[config.mk]
export PLATFORM = sky130hd
export DESIGN_NAME = wbucw_serializer
export DESIGN_NICKNAME = d
export VERILOG_FILES = /design/src/rtl/wbucw_serializer.sv
export SDC_FILE = /design/constraint.sdc
export NUM_CORES = 1
export LEC_CHECK = 0
export ABC_CLOCK_PERIOD_IN_PS = 2200
export CORE_UTILIZATION = 52
export CTS_CLUSTER_DIAMETER = 40
export CTS_CLUSTER_SIZE = 24
export DETAILED_ROUTE_END_ITERATION = 6
export GPL_ROUTABILITY_DRIVEN = 0
export GPL_TIMING_DRIVEN = 0
export PLACE_DENSITY = 0.84
export SLEW_MARGIN = 20
export SYNTH_ARGS = -nofsm -noshare
export SYNTH_HDL_FRONTEND = slang
export SYNTH_SLANG_ARGS = --single-unit
[constraint.sdc]
create_clock -name i_clk -period 2.2 [get_ports i_clk]
set_input_delay 0.33 -clock i_clk [delete_from_list [all_inputs] [get_ports i_clk]]
set_output_delay 0.33 -clock i_clk [all_outputs]
set_load 0.05 [all_outputs]
[src/rtl/wbucw_serializer.sv]
// Drains BW-bit codewords from a FIFO and emits each as NDIG printable base-64 ASCII digits, MSB first.
// Optional macro WBUCW_NEWLINE_EN appends an 8'h0A terminator byte after every codeword.
module wbucw_serializer #(
   parameter int BW = 36
) (
   input  logic          i_clk,
   input  logic          i_rst_n,
   input  logic          i_fifo_empty_n,
   input  logic [BW-1:0] i_fifo_data,
   output logic          o_fifo_rd,
   output logic          o_stb,
   output logic [7:0]    o_byte,
   input  logic          i_busy,
   output logic          o_active
);

   localparam int NDIG = BW / 6;
   localparam int CW   = $clog2(NDIG + 1);

`ifdef WBUCW_NEWLINE_EN
   localparam logic [CW-1:0] FINAL_DIG = CW'(NDIG - 1);
   localparam logic [CW-1:0] LAST_CNT  = CW'(NDIG);
`else
   localparam logic [CW-1:0] LAST_CNT  = CW'(NDIG - 1);
`endif

   function automatic logic [7:0] map_digit(input logic [5:0] v);
      logic [7:0] w;
      w = {2'b00, v};
      if (v < 6'd10)
         map_digit = w + 8'h30;
      else if (v < 6'd36)
         map_digit = w + 8'h37;
      else if (v < 6'd62)
         map_digit = w + 8'h3D;
      else if (v == 6'd62)
         map_digit = 8'h40;
      else
         map_digit = 8'h25;
   endfunction

   logic          stb_q,  stb_d;
   logic [7:0]    byte_q, byte_d;
   logic [CW-1:0] cnt_q,  cnt_d;
   logic [BW-1:0] sh_q,   sh_d;
   logic          xfer;
   logic          last;
   logic          rd;

   always_comb begin
      xfer   = stb_q && !i_busy;
      last   = xfer && (cnt_q == LAST_CNT);
      // Popping during reset would lose the word, so the strobe is held off.
      rd     = i_rst_n && i_fifo_empty_n && (!stb_q || last);
      stb_d  = stb_q;
      byte_d = byte_q;
      cnt_d  = cnt_q;
      sh_d   = sh_q;
      if (rd) begin
         sh_d   = i_fifo_data;
         byte_d = map_digit(i_fifo_data[BW-1 -: 6]);
         stb_d  = 1'b1;
         cnt_d  = '0;
      end else if (last) begin
         stb_d  = 1'b0;
      end else if (xfer) begin
         cnt_d  = cnt_q + 1'b1;
         sh_d   = sh_q << 6;
`ifdef WBUCW_NEWLINE_EN
         byte_d = (cnt_q == FINAL_DIG) ? 8'h0A : map_digit(sh_d[BW-1 -: 6]);
`else
         byte_d = map_digit(sh_d[BW-1 -: 6]);
`endif
      end
   end

   always_ff @(posedge i_clk or negedge i_rst_n) begin
      if (!i_rst_n) begin
         stb_q  <= 1'b0;
         byte_q <= 8'h00;
         cnt_q  <= '0;
         sh_q   <= '0;
      end else begin
         stb_q  <= stb_d;
         byte_q <= byte_d;
         cnt_q  <= cnt_d;
         sh_q   <= sh_d;
      end
   end

   assign o_fifo_rd = rd;
   assign o_stb     = stb_q;
   assign o_byte    = byte_q;
   assign o_active  = stb_q;

endmodule
; Word-level counts from Yosys, hierarchy flattened
; Index checks and enable logic that the tools add are counted.
[totals]
ff_bits = 42
input_bits = 40
output_inout_bits = 11
word_cells = 50
[classes]
add_sub_neg = 7
n_lt_le_gt_ge = 6
eq_ne = 4
n_mux = 19
n_reduce_logical = 10
[ops]
columns = op, n
row1 = $mux W30, 3
row2 = $mux W7, 7
row3 = $add A6 B6 Y7 const B, 6
row4 = $mux W8, 4
row5 = $lt A6 B6 Y1 const B, 4
row6 = $eq A6 B6 Y1 const B, 2
row7 = $lt A6 B4 Y1 const B, 2
row8 = $mux W3, 3
row9 = $logic_and A1 B1 Y1, 4
row10 = $reduce_bool A2 Y1, 2
row11 = $add A3 B1 Y3 const B, 1
row12 = $eq A3 B3 Y1 const B, 1
row13 = $logic_not A1 Y1, 2
row14 = $mux W1, 2
row15 = $ne A2 B2 Y1 const B, 1
row16 = $reduce_and A2 Y1, 1
row17 = $logic_or A1 B1 Y1, 1

; Longest topological paths before layout
[depth]
word_depth = 8
mapped_depth = 9
ltp_nobuf = 8

; Least setup slack after synthesis
; Ideal clock, no wire load.
[synth_path]
path_kind = register -> register
start = reg cnt_q[1]
end = reg sh_q[26]
setup_time_ps = 68
t_arrival_ps = 1872
setup_slack_ps = 260
stages_incl_launch_ff = 9
cell_sequence = dfrtp_1 > inv_1 > ha_1 > nand3b_1 > a21o_1 > inv_2 > clkbuf_1 > a22oi_1 > nand2_1
[synth_via]
elab_chain_len = 6
word_cells_on_any_way = 8
cone_classes = 2 x eq/ne / 1 x mux / 5 x reduce/logical
[synth_rtl]
columns = item, line_no
row1 = "start, declared", 44  ; logic [CW-1:0] cnt_q, cnt_d;
row2 = "start signal, assigned", 86  ; cnt_q <= cnt_d;
row3 = $eq A3 B3 Y1 *, 52  ; last = xfer && (cnt_q == LAST_CNT);
row4 = $logic_and A1 B1 Y1 *, 52
row5 = $logic_or A1 B1 Y1 *, 54  ; rd = i_rst_n && i_fifo_empty_n && (!stb_q || last);
row6 = $logic_and A1 B1 Y1 *, 54
row7 = via o_fifo_rd, 10  ; output logic o_fifo_rd,
row8 = $ne A2 B2 Y1 (no source line) / $reduce_bool A2 Y1 (equally long branches), --
row9 = $reduce_and A2 Y1 (no source line), --
row10 = "end signal, assigned", 82  ; sh_q <= '0;
row11 = "end signal, assigned", 87  ; sh_q <= sh_d;
row12 = "end, declared", 45  ; logic [BW-1:0] sh_q, sh_d;
; The timed path passes the listed nets; every way through them passes the cells marked *.
; A chain may end at the register's enable or synchronous reset.

; Worst setup path after layout
[layout_path]
start = reg cnt_q[1]
end = out o_fifo_rd
[layout_via]
elab_chain_len = 4
[layout_rtl]
columns = item, line_no
row1 = $eq A3 B3 Y1, 52
row2 = $logic_and A1 B1 Y1, 52
row3 = $logic_or A1 B1 Y1, 54
row4 = $logic_and A1 B1 Y1, 54
row5 = "end, declared", 10
; Every way passes these cells.

==> metrics.md <==
| Metric | Value |
|---|---|
| Outcome | completed |
| CP startpoint kind | register |
| Largest net degree at the start of global routing | 32 |
| CTS root buf | clkbuf_8 |
| Antenna violations before repair | 0 |
| Via count | 2680 |
| Sw Share | 44.8% |
| Synth Warn # | 0 |
| Crit Path Class | reg -> out |
| Post-synth cell types | 52 |
| CTS tree | built |
| Cell area power density | 1050 nW/um^2 |
| Fin crit period | 2.07 ns |
| Fin. Hold Viols | 0 |
| Area post-placement | 3280 sq um |
| Pint | 1.97 mW |
| Post-Route Skew | 0.00431 ns |
| Mean routed wirelength per cell | 16.1 um |
| Vias in the first global route | 2458 |
| Gate Count Post-Synth | 318 |
| DR DRC count | 0 |
| EDFF count, synth | 0 |
| Register-to-Register Path Depth | 8 |
| Setup bufs post-CTS | 0 |
| Dpl cells | 435 |
| Final std cells w/o fill | 443 |
| Initial Util | 55.6% |
| Mean area per synthesized cell | 8.48 sq um |
| Synth Cell Area | 2700 sq um |
| Max Root-Sink Buffers | 2 |
| Fin. max-slew vios | 0 |
| Final Core Density | 70.3% |
| CP Depth | 6 |
| Buf/Inv on CP | 3 |
| Req. time, crit path | 1.87 ns |
| Slowest cell on crit path | dfrtp_1 |
| CP startpoint | cnt_q[1] |
| Top delay family on crit path | buffers and inverters |
| CP Cell Sequence | inv_1, ha_1, nand3b_1, a21o_1, inv_4, buf_4 |
| Final Cell Area | 3410 sq um |
| Internal reg-to-reg setup slack | 0.14 ns |
| I/O pin cnt | 51 |
| First-pass GRT wire length | 11.4 mm |
| Max IR drop VDD | 0.000650 V |
| Nets | 429 |
| Share of synthesized registers carrying an async set or reset | 100% |
| Leak pwr | 1.56 nW |
| DRT iter0 DRCs | 195 |
| FMAX | 0.483 GHz |
| Clk_lat worst skew | 0.29 ns |
| Dpl ws | -0.811 ns |
| Slew headroom | 66.3% |
| H-tree depth | 2 |
| Yosys reg bits | 41 |
| ANT cells | 0 |
| Clock power frac | 13.2% |
| Core ar. | 4850 sq um |
| Clock buffer count from CTS | 5 |
| Sequential share of the synthesized area | 38.1% |
| Critical-path maximum fanout | 17 |
| Hold WC Path Type | in -> async |
| Worst-path clk slew | 0.08 ns |
| Synth Flop Type | dfrtp_1 |
| Site row count | 25 |
| Syn Nets | 372 |
| Slowest stage delay, CP | 0.41 ns |
| Most common cell after layout, fill and taps aside | nand2_1 |
| P_sw | 1.60 mW |
| Die Area | 5470 sq um |
| Crit. End Element | primary output |
| Pre-antenna DRT Iters | 5 |
| IO Port Bufs | 49 |
| Worst r2r src | sh_q[28] |
| Grt ovf | 0 |
| Final setup viols | 0 |
| Antenna viol nets, final | 0 |
| Sum of negative setup slack | 0 ns |
| Final WS setup | 0.129 ns |
| Arr. time, crit path | 1.74 ns |
| Comb power frac | 52.3% |
| Chip Width | 74.0 um |
| Total GRT Usage | 27.3% |
| Most frequent cells in the layout | nand2_1 (65), clkdlybuf4s50_1 (45), dfrtp_1 (41), a22oi_1 (20), inv_1 (16) |
| RSZ-0062 raised after global routing | no |
| Routed vias/inst | 6.05 |
| Share of power burned in registers | 34.5% |
| CTS Sinks | 41 |
| Die H | 74.0 um |
| Post-Route WL | 7.13 mm |
| Slew @ Worst Pin | 0.504 ns |
| Post-DP HPWL | 5.28 mm |
| # Max-Cap Violations | 0 |
| Fraction of layout cells with a size suffix above 1 | 9.84% |
| Final critical-path share of the clock period | 94.1% |
| Area grow syn2layout | 26.5% |
[logic make-up after synthesis]
family	after synthesis	share of synthesized area, %
muxes	2	0.743
other	1	0.139
buffers and inverters	39	6.78
adders and majority gates	14	6.50
DFF	41	38.1
xor gates and xnor gates	4	1.30
and+or+nand+nor	125	21.5
AOI/OAI and AO/OA	92	25.0
[per-layer routing]
layer	up-vias	GRT usage [%]	share of wire [%]
li1	1269	-	-
met1	1267	37.5	42
met2	124	44.0	48
met3	20	5.01	7.4
met4	0	8.55	1.9
met5	-	0	0
[cells in the mapped netlist, types with 2 or more instances]
| library cell | n | area [sq um] |
|---|---|---|
| nand2_1 | 66 | 248 |
| dfrtp_1 | 41 | 1030 |
| a22oi_1 | 21 | 158 |
| inv_1 | 16 | 60.1 |
| nand3_1 | 15 | 75.1 |
| a21oi_1 | 14 | 70.1 |
| ha_1 | 14 | 175 |
| nor3_1 | 14 | 70.1 |
| buf_2 | 11 | 55.1 |
| o21ai_0 | 11 | 55.1 |
| nor2_1 | 8 | 30.0 |
| o211ai_1 | 8 | 60.1 |
| clkbuf_1 | 7 | 26.3 |
| a221o_1 | 5 | 50.1 |
| nand3b_1 | 5 | 37.5 |
| a211oi_1 | 4 | 30.0 |
| a21o_1 | 3 | 22.5 |
| a31oi_1 | 3 | 18.8 |
| nand2b_1 | 3 | 18.8 |
| o221ai_1 | 3 | 26.3 |
| or3_1 | 3 | 18.8 |
| xnor2_1 | 3 | 26.3 |
| a2111oi_2 | 2 | 30.0 |
| a2bb2oi_1 | 2 | 17.5 |
| a311oi_1 | 2 | 17.5 |
| and2_1 | 2 | 12.5 |
| and4_1 | 2 | 17.5 |
| buf_4 | 2 | 15.0 |
| buf_6 | 2 | 22.5 |
| mux2i_1 | 2 | 20.0 |
| o21ai_1 | 2 | 10.0 |
| o31ai_1 | 2 | 15.0 |
[final timing paths]
path / end
setup / recovery: o_fifo_rd
hold / removal: sh_q[9]
setup reg to reg: o_byte[3]
hold reg to reg: sh_q[15]
max in group asynchronous: sh_q[0]
min in group i_clk: o_active
[stage by stage]
step | power [mW] | hold WS, ns
global route | 3.80 | 0.0445
detailed placement | 3.05 | 0.231
finish | 3.57 | 0.0294
global placement | 2.99 | 0.458
floorplan | 2.48 | 0.0344
CTS | 3.53 | 0.0367
[cell type report]
class                           instances  area, sq um
Tap cell                               67         83.8
Buffer                                 21          115
Clock inverter                          2         10.0
Timing Repair Buffer                   51          518
Inverter                               17         66.3
Fill cell                             384         1440
Multi-Input combinational cell        238         1520
Sequential cell                        41         1030
Clock buffer                            6         72.6
[sequential cells by signal, summed over array words and instances, names as in the netlist]
name / count
sh_q: 30
cnt_q: 3
o_active: 1
o_byte: 7
[power by group through the flow]
stage	combinational (mW)	sequential, mW	clock (mW)
after CTS	1.82	1.23	0.482
after floorplan	1.05	1.43	0
final	1.87	1.23	0.471
after detailed placement	1.81	1.24	0
after global routing	2.03	1.26	0.506
after global placement	1.76	1.23	0
[timing repair]
| action | CTS | global route |
|---|---|---|
| resized for setup | 8 | 10 |
| hold endpoints to repair | 10 | 0 |
| hold buffers | 1 | 0 |
| setup endpoints to repair | 3 | 7 |
Note: power is estimated with default switching activity, not from simulation.
